==> src/rtl/glb_sram_bridge_if.sv <==
// GLB-side request/response bundle between the accelerator top (master)
// and the SRAM bridge (slave).
interface glb_sram_bridge_if #(
  parameter int ADDR_WIDTH = 32,
  parameter int DATA_WIDTH = 32
);
  logic                  glb_read_ready;
  logic [ADDR_WIDTH-1:0] glb_read_addr;
  logic                  rd_req_ready;
  logic                  glb_read_valid;
  logic [DATA_WIDTH-1:0] glb_read_data;
  logic                  rd_resp_ready;
  logic                  glb_write_valid;
  logic [ADDR_WIDTH-1:0] glb_write_addr;
  logic [DATA_WIDTH-1:0] glb_write_data;
  logic [DATA_WIDTH-1:0] wr_bweb;
  logic                  glb_write_ready;

  modport master (
    output glb_read_ready, glb_read_addr, rd_resp_ready,
           glb_write_valid, glb_write_addr, glb_write_data, wr_bweb,
    input  rd_req_ready, glb_read_valid, glb_read_data, glb_write_ready
  );

  modport slave (
    input  glb_read_ready, glb_read_addr, rd_resp_ready,
           glb_write_valid, glb_write_addr, glb_write_data, wr_bweb,
    output rd_req_ready, glb_read_valid, glb_read_data, glb_write_ready
  );
endinterface

==> src/rtl/glb_sram_bridge.sv <==
// Byte-addressed GLB port to word-addressed single-cycle SRAM macro, with a
// small response FIFO for consumer stalls and same-edge write-to-read forwarding.
module glb_sram_bridge #(
  parameter int ADDR_WIDTH = 32,
  parameter int DATA_WIDTH = 32,
  parameter int DEPTH      = 16384,
  parameter int RSP_DEPTH  = 2
) (
  input  logic                       clk,
  input  logic                       rst,
  glb_sram_bridge_if.slave           glb,
  output logic                       sram_RE,
  output logic [$clog2(DEPTH)-1:0]   sram_R_ADDR,
  output logic                       sram_WEB,
  output logic [DATA_WIDTH-1:0]      sram_BWEB,
  output logic [$clog2(DEPTH)-1:0]   sram_W_ADDR,
  output logic [DATA_WIDTH-1:0]      sram_D_IN,
  input  logic [DATA_WIDTH-1:0]      sram_D_OUT,
  output logic                       err_misaligned,
  output logic                       err_range,
  output logic                       bridge_idle
);

  localparam int WA_W  = $clog2(DEPTH);
  localparam int PTR_W = $clog2(RSP_DEPTH);
  localparam int CNT_W = PTR_W + 1;
  localparam logic [ADDR_WIDTH:0] BYTE_LIMIT = (ADDR_WIDTH+1)'(DEPTH * 4);

  function automatic logic in_range(input logic [ADDR_WIDTH-1:0] a);
    return {1'b0, a} < BYTE_LIMIT;
  endfunction

  function automatic logic [DATA_WIDTH-1:0] fwd_merge(
    input logic [DATA_WIDTH-1:0] rdata,
    input logic [DATA_WIDTH-1:0] wdata,
    input logic [DATA_WIDTH-1:0] mask
  );
    return (rdata & mask) | (wdata & ~mask);
  endfunction

  logic                  alive_q, alive_d;
  logic                  inflight_q, inflight_d;
  logic                  rd_zero_q, rd_zero_d;
  logic                  fwd_hit_q, fwd_hit_d;
  logic [DATA_WIDTH-1:0] fwd_data_q, fwd_data_d;
  logic [DATA_WIDTH-1:0] fwd_mask_q, fwd_mask_d;
  logic [CNT_W-1:0]      fifo_cnt_q, fifo_cnt_d;
  logic [PTR_W-1:0]      wr_ptr_q, wr_ptr_d;
  logic [PTR_W-1:0]      rd_ptr_q, rd_ptr_d;
  logic                  err_mis_q, err_mis_d;
  logic                  err_rng_q, err_rng_d;
  logic [DATA_WIDTH-1:0] fifo_mem_q [RSP_DEPTH];
  logic [DATA_WIDTH-1:0] fifo_mem_d [RSP_DEPTH];

  logic                  req_ok, rd_acc, rd_ok, wr_acc, wr_ok, collide;
  logic                  fifo_empty, push, pop;
  logic [DATA_WIDTH-1:0] cur_data;

  // Request stage: accept decision and SRAM drive, all same-cycle
  always_comb begin
    req_ok  = alive_q & ((fifo_cnt_q + CNT_W'(inflight_q)) < CNT_W'(RSP_DEPTH));
    rd_acc  = glb.glb_read_ready & req_ok;
    rd_ok   = rd_acc & in_range(glb.glb_read_addr);
    wr_acc  = glb.glb_write_valid & alive_q;
    wr_ok   = wr_acc & in_range(glb.glb_write_addr);
    collide = rd_ok & wr_ok &
              (glb.glb_read_addr[WA_W+1:2] == glb.glb_write_addr[WA_W+1:2]);

    sram_RE     = rd_ok;
    sram_R_ADDR = rd_acc ? glb.glb_read_addr[WA_W+1:2] : '0;
    sram_WEB    = ~wr_ok;
    sram_BWEB   = wr_ok ? glb.wr_bweb : '1;
    sram_W_ADDR = wr_ok ? glb.glb_write_addr[WA_W+1:2] : '0;
    sram_D_IN   = wr_ok ? glb.glb_write_data : '0;
  end

  // Response stage: SRAM data (zeroed or forwarded) vs. buffered head
  always_comb begin
    if (rd_zero_q)      cur_data = '0;
    else if (fwd_hit_q) cur_data = fwd_merge(sram_D_OUT, fwd_data_q, fwd_mask_q);
    else                cur_data = sram_D_OUT;

    fifo_empty = (fifo_cnt_q == '0);
    push       = inflight_q & ~(fifo_empty & glb.rd_resp_ready);
    pop        = glb.rd_resp_ready & ~fifo_empty;

    alive_d    = 1'b1;
    inflight_d = rd_acc;
    rd_zero_d  = rd_acc & ~rd_ok;
    fwd_hit_d  = collide;
    fwd_data_d = collide ? glb.glb_write_data : fwd_data_q;
    fwd_mask_d = collide ? glb.wr_bweb : fwd_mask_q;
    fifo_cnt_d = fifo_cnt_q + CNT_W'(push) - CNT_W'(pop);
    wr_ptr_d   = wr_ptr_q + PTR_W'(push);
    rd_ptr_d   = rd_ptr_q + PTR_W'(pop);
    err_mis_d  = err_mis_q | (rd_acc & (|glb.glb_read_addr[1:0]))
                           | (wr_acc & (|glb.glb_write_addr[1:0]));
    err_rng_d  = err_rng_q | (rd_acc & ~rd_ok) | (wr_acc & ~wr_ok);

    fifo_mem_d = fifo_mem_q;
    if (push) fifo_mem_d[wr_ptr_q] = cur_data;
  end

  always_ff @(posedge clk or negedge rst) begin
    if (!rst) begin
      alive_q    <= 1'b0;
      inflight_q <= 1'b0;
      rd_zero_q  <= 1'b0;
      fwd_hit_q  <= 1'b0;
      fwd_data_q <= '0;
      fwd_mask_q <= '0;
      fifo_cnt_q <= '0;
      wr_ptr_q   <= '0;
      rd_ptr_q   <= '0;
      err_mis_q  <= 1'b0;
      err_rng_q  <= 1'b0;
    end else begin
      alive_q    <= alive_d;
      inflight_q <= inflight_d;
      rd_zero_q  <= rd_zero_d;
      fwd_hit_q  <= fwd_hit_d;
      fwd_data_q <= fwd_data_d;
      fwd_mask_q <= fwd_mask_d;
      fifo_cnt_q <= fifo_cnt_d;
      wr_ptr_q   <= wr_ptr_d;
      rd_ptr_q   <= rd_ptr_d;
      err_mis_q  <= err_mis_d;
      err_rng_q  <= err_rng_d;
    end
  end

  // Storage is qualified by the count, so it needs no reset
  always_ff @(posedge clk) begin
    fifo_mem_q <= fifo_mem_d;
  end

  assign glb.rd_req_ready    = req_ok;
  assign glb.glb_write_ready = alive_q;
  assign glb.glb_read_valid  = inflight_q | ~fifo_empty;
  assign glb.glb_read_data   = ~fifo_empty ? fifo_mem_q[rd_ptr_q]
                                           : (inflight_q ? cur_data : '0);
  assign err_misaligned      = err_mis_q;
  assign err_range           = err_rng_q;
  assign bridge_idle         = ~inflight_q & fifo_empty;

endmodule

==> src/flat_wrapper.sv <==
// flat-port wrapper written by rule: the top's interface ports become plain ports
module glb_sram_bridge_flat 
#(
  parameter int ADDR_WIDTH = 32,
  parameter int DATA_WIDTH = 32,
  parameter int DEPTH      = 16384,
  parameter int RSP_DEPTH  = 2
)
  (clk, rst, sram_RE, sram_R_ADDR, sram_WEB, sram_BWEB, sram_W_ADDR, sram_D_IN, sram_D_OUT, err_misaligned, err_range, bridge_idle, glb_glb_read_ready, glb_glb_read_addr, glb_rd_resp_ready, glb_glb_write_valid, glb_glb_write_addr, glb_glb_write_data, glb_wr_bweb, glb_rd_req_ready, glb_glb_read_valid, glb_glb_read_data, glb_glb_write_ready);
  glb_sram_bridge_if #(.ADDR_WIDTH(ADDR_WIDTH), .DATA_WIDTH(DATA_WIDTH)) glb_i ();
  input  logic clk;
  input  logic rst;
  output logic sram_RE;
  output logic [$clog2(DEPTH)-1:0] sram_R_ADDR;
  output logic sram_WEB;
  output logic [DATA_WIDTH-1:0] sram_BWEB;
  output logic [$clog2(DEPTH)-1:0] sram_W_ADDR;
  output logic [DATA_WIDTH-1:0] sram_D_IN;
  input  logic [DATA_WIDTH-1:0] sram_D_OUT;
  output logic err_misaligned;
  output logic err_range;
  output logic bridge_idle;
  input wire logic [$bits(glb_i.glb_read_ready)-1:0] glb_glb_read_ready;
  input wire logic [$bits(glb_i.glb_read_addr)-1:0] glb_glb_read_addr;
  input wire logic [$bits(glb_i.rd_resp_ready)-1:0] glb_rd_resp_ready;
  input wire logic [$bits(glb_i.glb_write_valid)-1:0] glb_glb_write_valid;
  input wire logic [$bits(glb_i.glb_write_addr)-1:0] glb_glb_write_addr;
  input wire logic [$bits(glb_i.glb_write_data)-1:0] glb_glb_write_data;
  input wire logic [$bits(glb_i.wr_bweb)-1:0] glb_wr_bweb;
  output wire logic [$bits(glb_i.rd_req_ready)-1:0] glb_rd_req_ready;
  output wire logic [$bits(glb_i.glb_read_valid)-1:0] glb_glb_read_valid;
  output wire logic [$bits(glb_i.glb_read_data)-1:0] glb_glb_read_data;
  output wire logic [$bits(glb_i.glb_write_ready)-1:0] glb_glb_write_ready;
  assign glb_i.glb_read_ready = glb_glb_read_ready;
  assign glb_i.glb_read_addr = glb_glb_read_addr;
  assign glb_i.rd_resp_ready = glb_rd_resp_ready;
  assign glb_i.glb_write_valid = glb_glb_write_valid;
  assign glb_i.glb_write_addr = glb_glb_write_addr;
  assign glb_i.glb_write_data = glb_glb_write_data;
  assign glb_i.wr_bweb = glb_wr_bweb;
  assign glb_rd_req_ready = glb_i.rd_req_ready;
  assign glb_glb_read_valid = glb_i.glb_read_valid;
  assign glb_glb_read_data = glb_i.glb_read_data;
  assign glb_glb_write_ready = glb_i.glb_write_ready;
  glb_sram_bridge #(.ADDR_WIDTH(ADDR_WIDTH), .DATA_WIDTH(DATA_WIDTH), .DEPTH(DEPTH), .RSP_DEPTH(RSP_DEPTH)) u_core (.clk(clk), .rst(rst), .glb(glb_i), .sram_RE(sram_RE), .sram_R_ADDR(sram_R_ADDR), .sram_WEB(sram_WEB), .sram_BWEB(sram_BWEB), .sram_W_ADDR(sram_W_ADDR), .sram_D_IN(sram_D_IN), .sram_D_OUT(sram_D_OUT), .err_misaligned(err_misaligned), .err_range(err_range), .bridge_idle(bridge_idle));
endmodule
==> config.mk <==
export PLATFORM = sky130hd
export DESIGN_NAME = glb_sram_bridge_flat
export DESIGN_NICKNAME = d
export VERILOG_FILES = /design/src/rtl/glb_sram_bridge_if.sv /design/src/rtl/glb_sram_bridge.sv /design/src/flat_wrapper.sv
export SDC_FILE = /design/constraint.sdc
export NUM_CORES = 1
export LEC_CHECK = 0
export BUFFER_PORTS_ARGS = -buffer_cell sky130_fd_sc_hd__buf_2
export CORE_UTILIZATION = 44
export DETAILED_ROUTE_END_ITERATION = 8
export HOLD_SLACK_MARGIN = 0.05
export PLACE_DENSITY = 0.75
export SLEW_MARGIN = 10
export SYNTH_ARGS = -nofsm -noshare
export SYNTH_HDL_FRONTEND = slang
export SYNTH_SLANG_ARGS = --single-unit
==> constraint.sdc <==
create_clock -name clk -period 2.4 [get_ports clk]
set_clock_uncertainty 0.2 [all_clocks]
set_input_delay 0.12 -clock clk [delete_from_list [all_inputs] [get_ports clk]]
set_output_delay 0.12 -clock clk [all_outputs]
set_load 0.02 [all_outputs]
## Word-level counts from Yosys, hierarchy flattened

Cells that the tools add are included.

- Register bits: 138
- Latch bits: 0
- RAM bits: 0
- Memory bits (read-only): 0
- Input port bits: 165
- Output and inout port bits: 132
- Logic and storage cells: 74
- Memories: 0

- Add/sub/neg operators: 5
- Multiply operators: 0
- Divide/modulo/power cells: 0
- $lt $le $gt $ge: 6
- Equality and inequality tests: 1
- Shift-type cells: 0
- Mux-type cells: 14
- Bitwise logic cells: 31
- Reductions and logical operators: 4

Operator list:

| kind | number |
|---|---|
| $mux W32 | 10 |
| $and A32 B32 Y32 | 2 |
| $bwmux W64 | 1 |
| $lt A32 B17 Y1 const B | 2 |
| $demux W32 S1 | 1 |
| $not A32 Y32 | 1 |
| $or A32 B32 Y32 | 1 |
| $mux W14 | 2 |
| $and A1 B1 Y1 | 15 |
| $eq A14 B14 Y1 | 1 |
| $not A1 Y1 | 5 |
| $or A1 B1 Y1 | 5 |
| $add A2 B1 Y2 | 2 |
| $ge A2 B2 Y1 const B | 2 |
| $not A1 Y2 | 2 |
| $reduce_or A2 Y1 | 2 |
| $add A1 B1 Y1 | 2 |
| $logic_not A2 Y1 | 1 |
| $lt A2 B1 Y1 const B | 1 |
| $lt A2 B2 Y1 const B | 1 |
| $sub A2 B1 Y2 | 1 |
| $logic_and A1 B1 Y1 | 1 |

## Longest topological paths before layout

Gate-level depths: netlist of the first run.

- Word-level depth: 9
- Mapped depth: 7
- Depth with buffers taken out: 7

## Worst setup path before layout of the first run

No wires, ideal clock.

- Path kind: reg-to-reg
- Start: register u_core.fifo_cnt_q[1]
- End: register u_core.fifo_mem_q[0] (netlist name), enable pin
- Data arrival time: 1.692 ns
- Setup slack: 0.116 ns
- Stages on the path, launching flop included: 4
- Cells stage by stage: dfrtp_1 nor2_1 a21boi_0 ha_1

- Word-level cells in the longest chain between the ends: 4

RTL lines:

| element | RTL line | text |
|---|---|---|
| start: declaration | glb_sram_bridge.sv:47 | `logic [CNT_W-1:0] fifo_cnt_q, fifo_cnt_d;` |
| start signal: assignment | glb_sram_bridge.sv:124 | `fifo_cnt_q <= fifo_cnt_d;` |
| $logic_not A2 Y1 | glb_sram_bridge.sv:83 | `fifo_empty = (fifo_cnt_q == '0);` |
| $and A1 B1 Y1 | glb_sram_bridge.sv:84 | `push = inflight_q & ~(fifo_empty & glb.rd_resp_ready);` |
| $not A1 Y1 | glb_sram_bridge.sv:84 |  |
| $and A1 B1 Y1 | glb_sram_bridge.sv:84 |  |
| end signal: assignment | glb_sram_bridge.sv:134 | `fifo_mem_q <= fifo_mem_d;` |
| end: declaration | glb_sram_bridge.sv:52 | `logic [DATA_WIDTH-1:0] fifo_mem_q [RSP_DEPTH];` |

Every way passes these cells.
A chain may end at the register's enable or synchronous reset.

## Worst setup path after layout of the first run

- Start: register u_core.fifo_cnt_q[1]
- End: output sram_R_ADDR[8]

- Word-level cells in the longest chain between the ends: 5

RTL lines:

| element | RTL line | text |
|---|---|---|
| $add A2 B1 Y2 | glb_sram_bridge.sv:61 | `req_ok = alive_q & ((fifo_cnt_q + CNT_W'(inflight_q)) < CNT_W'(RSP_DEPTH));` |
| $lt A2 B2 Y1 | glb_sram_bridge.sv:61 |  |
| $and A1 B1 Y1 | glb_sram_bridge.sv:61 |  |
| $and A1 B1 Y1 | glb_sram_bridge.sv:62 | `rd_acc = glb.glb_read_ready & req_ok;` |
| $mux W14 | glb_sram_bridge.sv:70 | `sram_R_ADDR = rd_acc ? glb.glb_read_addr[WA_W+1:2] : '0;` |
| end: declaration | flat_wrapper.sv:14 | `output logic [$clog2(DEPTH)-1:0] sram_R_ADDR;` |

Every way passes these cells.

==> results of run 1 <==
[final timing paths]
check | startpoint | to | slack, ns | cells after the start
min in group clk | glb_glb_read_addr[23] | u_core.err_range | 0.11 | 5
setup / recovery | u_core.fifo_cnt_q[1] | sram_R_ADDR[8] | 0.05 | 6
max in group asynchronous | rst | u_core.fwd_data_q[13] | 1.17 | 3
hold reg to reg | u_core.err_range | u_core.err_range | 0.30 | 1
setup reg to reg | u_core.fifo_cnt_q[0] | u_core.fwd_data_q[25] | 0.21 | 6
hold / removal | rst | u_core.fwd_data_q[9] | 0.09 | 2
[cells in the mapped netlist]
cell	count
or3_1	33
clkbuf_1	26
nand2b_1	32
buf_1	3
nor4_2	1
dfrtp_1	74
o21ai_0	32
nand4_1	5
o221ai_1	1
inv_1	8
nor2_2	1
a311o_1	1
ha_1	4
nor2_1	36
a21oi_1	1
o211ai_1	1
and3_1	2
mux2_2	4
buf_6	6
nor2b_1	2
or2_2	1
xnor2_1	16
a21boi_0	1
and2_1	62
nor4_1	8
nand2_1	34
edfxtp_1	64
conb_1	1
nand3_4	1
xor2_1	1
mux2i_1	64
mux2_4	60
[report_power, final]
part / internal [mW] / total (mW) / switching [mW]
clock network: 1.66 / 2.61 / 0.952
logic: 0.877 / 2.26 / 1.39
registers: 2.69 / 2.82 / 0.127
total: 5.23 / 7.69 / 2.47
[kinds of logic (layout without fill, tap and decap cells)]
kind of cell,count (synthesis),after routing,synth area share [%]
buffers and inverters,43,463,2.877
and+or+nand+nor,218,218,16.81
adders and majority gates,4,4,0.6976
DFF,138,138,52.60
other,1,2,0.05227
AOI/OAI and AO/OA,37,37,2.773
xor gates and xnor gates,17,17,2.075
muxes,128,128,22.11
[cell type report]
class                           count  area, µm²  share of cell area, %
Clock buffer                       26      543.0                  5.086
Clock inverter                      6      55.05                 0.5156
Inverter                            8      33.78                 0.3164
Timing Repair inverter              1      7.507                0.07031
Sequential cell                   138       3776                  35.36
Tap cell                          216      270.3                  2.531
Timing Repair Buffer              422       2783                  26.06
Antenna cell                        1      2.502                0.02344
Multi-Input combinational cell    405       3207                  30.03
[registers in the layout, summed over array words and instances (netlist names), 2 cells and up]
name,flops
u_core.fwd_mask_q,32
u_core.fifo_cnt_q,2
u_core.fifo_mem_q,64
u_core.fwd_data_q,32
[cell usage in the layout, fill, tap and decap left out, types with 2 or more instances in the layout]
cell type,netlist,routed
clkbuf_8,0,2
and3_1,2,2
nor2b_1,2,2
mux2i_1,64,64
clkbuf_16,0,20
clkbuf_1,26,4
dfrtp_1,74,72
mux2_2,4,4
clkinv_2,0,2
xnor2_1,16,16
clkinvlp_4,0,3
o21ai_0,32,32
nand2b_1,32,32
buf_12,0,6
ha_1,4,2
mux2_4,60,60
nor4_1,8,8
nand4_1,5,5
clkinv_1,0,2
nand2_1,34,34
buf_4,0,12
dlygate4sd3_1,0,108
edfxtp_1,64,64
or3_1,33,33
dfrtp_2,0,2
nor2_1,36,35
buf_2,0,295
ha_2,0,2
inv_1,8,7
and2_1,62,62
[layer usage]
metal	track usage (%)	share of wire (%)
met1	29.72	38
met2	49.64	53
met3	4.346	4.8
met4	14.57	3.7
met5	0	0
[metrics by stage]
stage	std cells	worst slack [ns]	util, %	hold WS (ns)
finish	1223	0.05445	67.22	0.08572
global route	1223	-0.006291	67.22	0.1325
CTS	1221	-0.004629	67.08	0.05487
detailed placement	1081	0.2178	56.51	0.0008151
global placement	1081	0.2478	56.51	-0.01074
floorplan	586	0.1159	-	-0.3756
[repair_timing]
| action | CTS | global route |
|---|---|---|
| hold buffers | 108 | 0 |
| endpoints found under the setup margin | 1 | 27 |
| endpoints found under the hold margin | 189 | 0 |
| gates cloned | 0 | 1 |
| gates resized for setup | 0 | 6 |
==> impl_metrics.yaml, run 1 <==
placement:
  dpl_cell_area_um2: 8976
  io_buffer_count: 296
  gp_congestion: 0.8380
  dp_hpwl_um: 14360
detailed_routing:
  drtIter0Drc: 298
  drtAntennaViolNets: 0
  vias_per_cell: 5.059
  firstDrtPassIters: 4
  post_drt_wl_per_cell_um: 18.67
  wirelength_um: 22840
  drc: 0
  vias: 6187
floorplan:
  coreArea_um2: 15890
  initial_core_util_pct: 45.16
  die_h_um: 129.7
  rows: 46
  die_w_um: 129.7
  die-area_um2: 16820
  top_level_ports: 297
synth:
  yosys.area.top_type_share_pct: 26.79
  ys_types: 32
  yosysSeqAreaShare_pct: 52.60
  synth_area_um2: 7174
  synth.net_count: 755
  ys_top_cells_by_area: "edfxtp_1 (27%), dfrtp_1 (26%), mux2_4 (13%), mux2i_1 (8.9%), and2_1 (5.4%)"
  synth_top_area_cell: "edfxtp_1"
  avgSynthCellArea_um2: 12.24
  synth_cells: 586
  synth_warnings: 0
  synth_seq_cells: 138
clock_tree:
  cts.sinks: 138
  postCtsSetupRepairBufs: 0
  cts_buffer_depth: 2
  htreeDepth: 4
  clk_latency_ns: 0.41
  numCtsBuffers: 17
  clk_pin_slew_ns: 0.06
  cts_root_buf: "clkbuf_16"
  cts_tree: "built"
hold_path:
  hold_class: "primary input to async pin"
setup_path:
  critPathSlowestCell: "dfrtp_2"
  worst-path-buf-inv: 3
  crit_family: "buffers and inverters"
  critPathRequiredTime_ns: 2.08
  worst-setup-path-type: "flip-flop to output port"
  worstPathArrival_ns: 2.03
  crit_path_start_kind: "flip-flop"
  slowest_delay_ns: 0.44
  path_max_fanout: 8
  crit_path_cell_trace: "and3_1 -> o211ai_1 -> buf_4 -> clkinvlp_4 -> and2_1 -> buf_2"
  end_kind: "output port"
global_route:
  grt_pass1_wl_um: 33490
  grt_max_degree: 50
  antenna_found_initial: 1
  overflow: 0
  grt_util_all_layers_pct: 26.96
  grt_pass1_vias: 6327
sta:
  fmax_ghz: 0.4263
  timing_hold_violations_final: 0
  maxSlewViolCount: 0
  post-route-min-period_ns: 2.346
  slew_headroom_pct: 53.74
  tightest_slew_ns: 0.6939
  period_share_pct: 97.73
  rsz0062_at_grt: "yes"
  setup_viol: 0
  tns_ns: 0
cells_and_area:
  final_area_um2: 10680
  nets: 1162
  drive_gt1_share_pct: 41.25
  fillers: 1193
  area_growth_syn_to_layout_pct: 48.83
power:
  p_per_area_nw_per_um2: 720.5
  p_leak_nw: 5.311
  p_total_mw: 7.693
  ir_drop_uv: 478.0
flow_run:
  cap_violations: 0
run_status:
  outcome: "finished clean"
No activity file was read; power rests on OpenSTA's default activity.
==> run 2: changes to the inputs <==
--- a/config.mk
+++ b/config.mk
@@ -5,7 +5,7 @@
 export SDC_FILE = /design/constraint.sdc
 export NUM_CORES = 1
 export LEC_CHECK = 0
-export BUFFER_PORTS_ARGS = -buffer_cell sky130_fd_sc_hd__buf_2
+export BUFFER_PORTS_ARGS = -buffer_cell sky130_fd_sc_hd__clkbuf_2
 export CORE_UTILIZATION = 44
 export DETAILED_ROUTE_END_ITERATION = 8
 export HOLD_SLACK_MARGIN = 0.05
==> impl_metrics.yaml, run 2 (synthesis results as in run 1) <==
run_status:
  outcome: "finished clean"
placement:
  dpl_cell_area_um2: 8969
  gp_congestion: 0.8111
  dp_hpwl_um: 14410
  io_buffer_count: 296
power:
  p_leak_nw: 5.348
  ir_drop_uv: 479.7
  p_per_area_nw_per_um2: 722.6
  p_total_mw: 7.720
setup_path:
  worst-setup-path-type: "primary input to flip-flop"
  end_kind: "flip-flop"
  critPathRequiredTime_ns: 2.55
  crit_family: "buffers and inverters"
  crit_path_frequent_cell: "dlygate4sd3_1"
  r2r-start: "u_core.fifo_cnt_q[0]"
  crit_path_start: "glb_glb_read_addr[4]"
  critPathSlowestCell: "dlygate4sd3_1"
  crit_path_cell_trace: "dlygate4sd3_1 -> clkbuf_2 -> xnor2_1 -> nand2_1 -> nor4_4 -> dlygate4sd3_1 -> and3_1 -> dlygate4sd3_1"
  path_max_fanout: 2
  worst-path-buf-inv: 4
  worstPathArrival_ns: 2.49
  slowest_delay_ns: 0.58
  crit_path_start_kind: "primary input"
flow_run:
  cap_violations: 0
floorplan:
  initial_core_util_pct: 45.16
  die-area_um2: 16820
  rows: 46
  top_level_ports: 297
  coreArea_um2: 15890
  die_w_um: 129.7
  die_h_um: 129.7
sta:
  maxSlewViolCount: 0
  timing_hold_violations_final: 0
  tightest_slew_ns: 0.5856
  post-route-min-period_ns: 2.346
  fmax_ghz: 0.4263
  tns_ns: 0
  period_share_pct: 97.73
  rsz0062_at_grt: "yes"
  setup_viol: 0
  slew_headroom_pct: 60.96
global_route:
  overflow: 0
  antenna_found_initial: 0
  grt_pass1_vias: 6099
  grt_max_degree: 49
  met1_usage_pct: 28.95
  busiest_layer: "met2"
  grtUsageMet2_pct: 49.10
  grt_pass1_wl_um: 32260
  grt_util_all_layers_pct: 26.02
  use_met3_pct: 4.018
cells_and_area:
  area_growth_syn_to_layout_pct: 48.90
  largest_reg_flops: 64
  regMostFlops: "u_core.fifo_mem_q"
  mostFrequentLayoutCells: "clkbuf_2 (294), dlygate4sd3_1 (107), dfrtp_1 (71)"
  final_common_cell: "clkbuf_2"
  final_area_um2: 10680
  nets: 1160
  reg.largest.list: "u_core.fifo_mem_q: 64 flops, u_core.fwd_data_q: 32 flops, u_core.fwd_mask_q: 32 flops"
  drive_gt1_share_pct: 41.63
detailed_routing:
  drtIter0Drc: 258
  firstDrtPassIters: 4
  wirelength_um: 22100
  post_drt_wl_per_cell_um: 18.10
  vias_per_cell: 4.970
  vias: 6068
  drtAntennaViolNets: 0
  drc: 0
clock_tree:
  numCtsBuffers: 17
  clk_pin_slew_ns: 0.05
  cts_buffer_depth: 2
  cts_root_buf: "clkbuf_16"
  clk_latency_ns: 0.42
  cts.sinks: 138
  cts_tree: "built"
  htreeDepth: 4
hold_path:
  hold_class: "primary input to async pin"
==> run 2: cell type report <==
| type | instances | area, µm² |
|---|---|---|
| repair buffers | 420 | 2773 |
| diodes | 1 | 2.502 |
| fillers | 1183 | 5202 |
| clock inverters | 12 | 153.9 |
| multi-input cells | 405 | 3228 |
| clock buffers | 20 | 436.7 |
| inverters | 8 | 33.78 |
| repair inverters | 1 | 7.507 |
| flip-flops and latches | 138 | 3777 |
| well taps | 216 | 270.3 |
==> run 2: where the power goes <==
group          leakage, nW  switching (mW)  total [mW]  internal [mW]
logic                 3.47            1.39        2.27          0.881
clock network        0.289           0.919        2.63           1.71
registers             1.59           0.124        2.82           2.69
==> run 2: timing repair <==
action | CTS | global route
hold endpoints to repair | 207 | 0
cloned | 0 | 1
gates resized for setup | 1 | 14
buffers inserted | 0 | 0
hold buffers | 107 | 0
pin swaps | 0 | 4
endpoints found under the setup margin | 3 | 57
==> run 2: stage by stage <==
step | cells | hold slack (ns) | util, % | setup WS [ns]
after floorplan | 586 | -0.3756 | - | 0.1159
after global placement | 1080 | -0.05115 | 56.46 | 0.1542
after detailed placement | 1080 | -0.04423 | 56.46 | 0.1002
after CTS | 1219 | 0.05872 | 66.94 | 0.006130
after global routing | 1220 | 0.09896 | 67.23 | -0.03987
final | 1221 | 0.06155 | 67.25 | 0.05443
==> run 2: final timing paths <==
path                                   endpoint  slack, ns  cells past startpoint
max                            u_core.fwd_hit_q       0.05                      8
min                        u_core.fwd_mask_q[9]       0.06                      2
max reg2reg                u_core.fwd_data_q[9]       0.17                      6
min reg2reg                    u_core.err_range       0.29                      1
max in group asynchronous  u_core.fifo_cnt_q[1]       1.30                      3
min in group clk               u_core.err_range       0.09                      5
==> run 2: per-layer routing <==
metal,routed length (µm),share of wire [%]
met2,11860,54
met1,8660,39
met4,609,2.8
met3,970,4.4
met5,0,0
==> run 2: worst register-to-register path, delay by kind of cell, from the launching register on <==
kind | cells | cell delay [ns]
mux | 1 | 0.34
simple gates | 2 | 0.55
buf+inv | 1 | 0.27
flops | 1 | 0.44
compound gates | 2 | 0.30
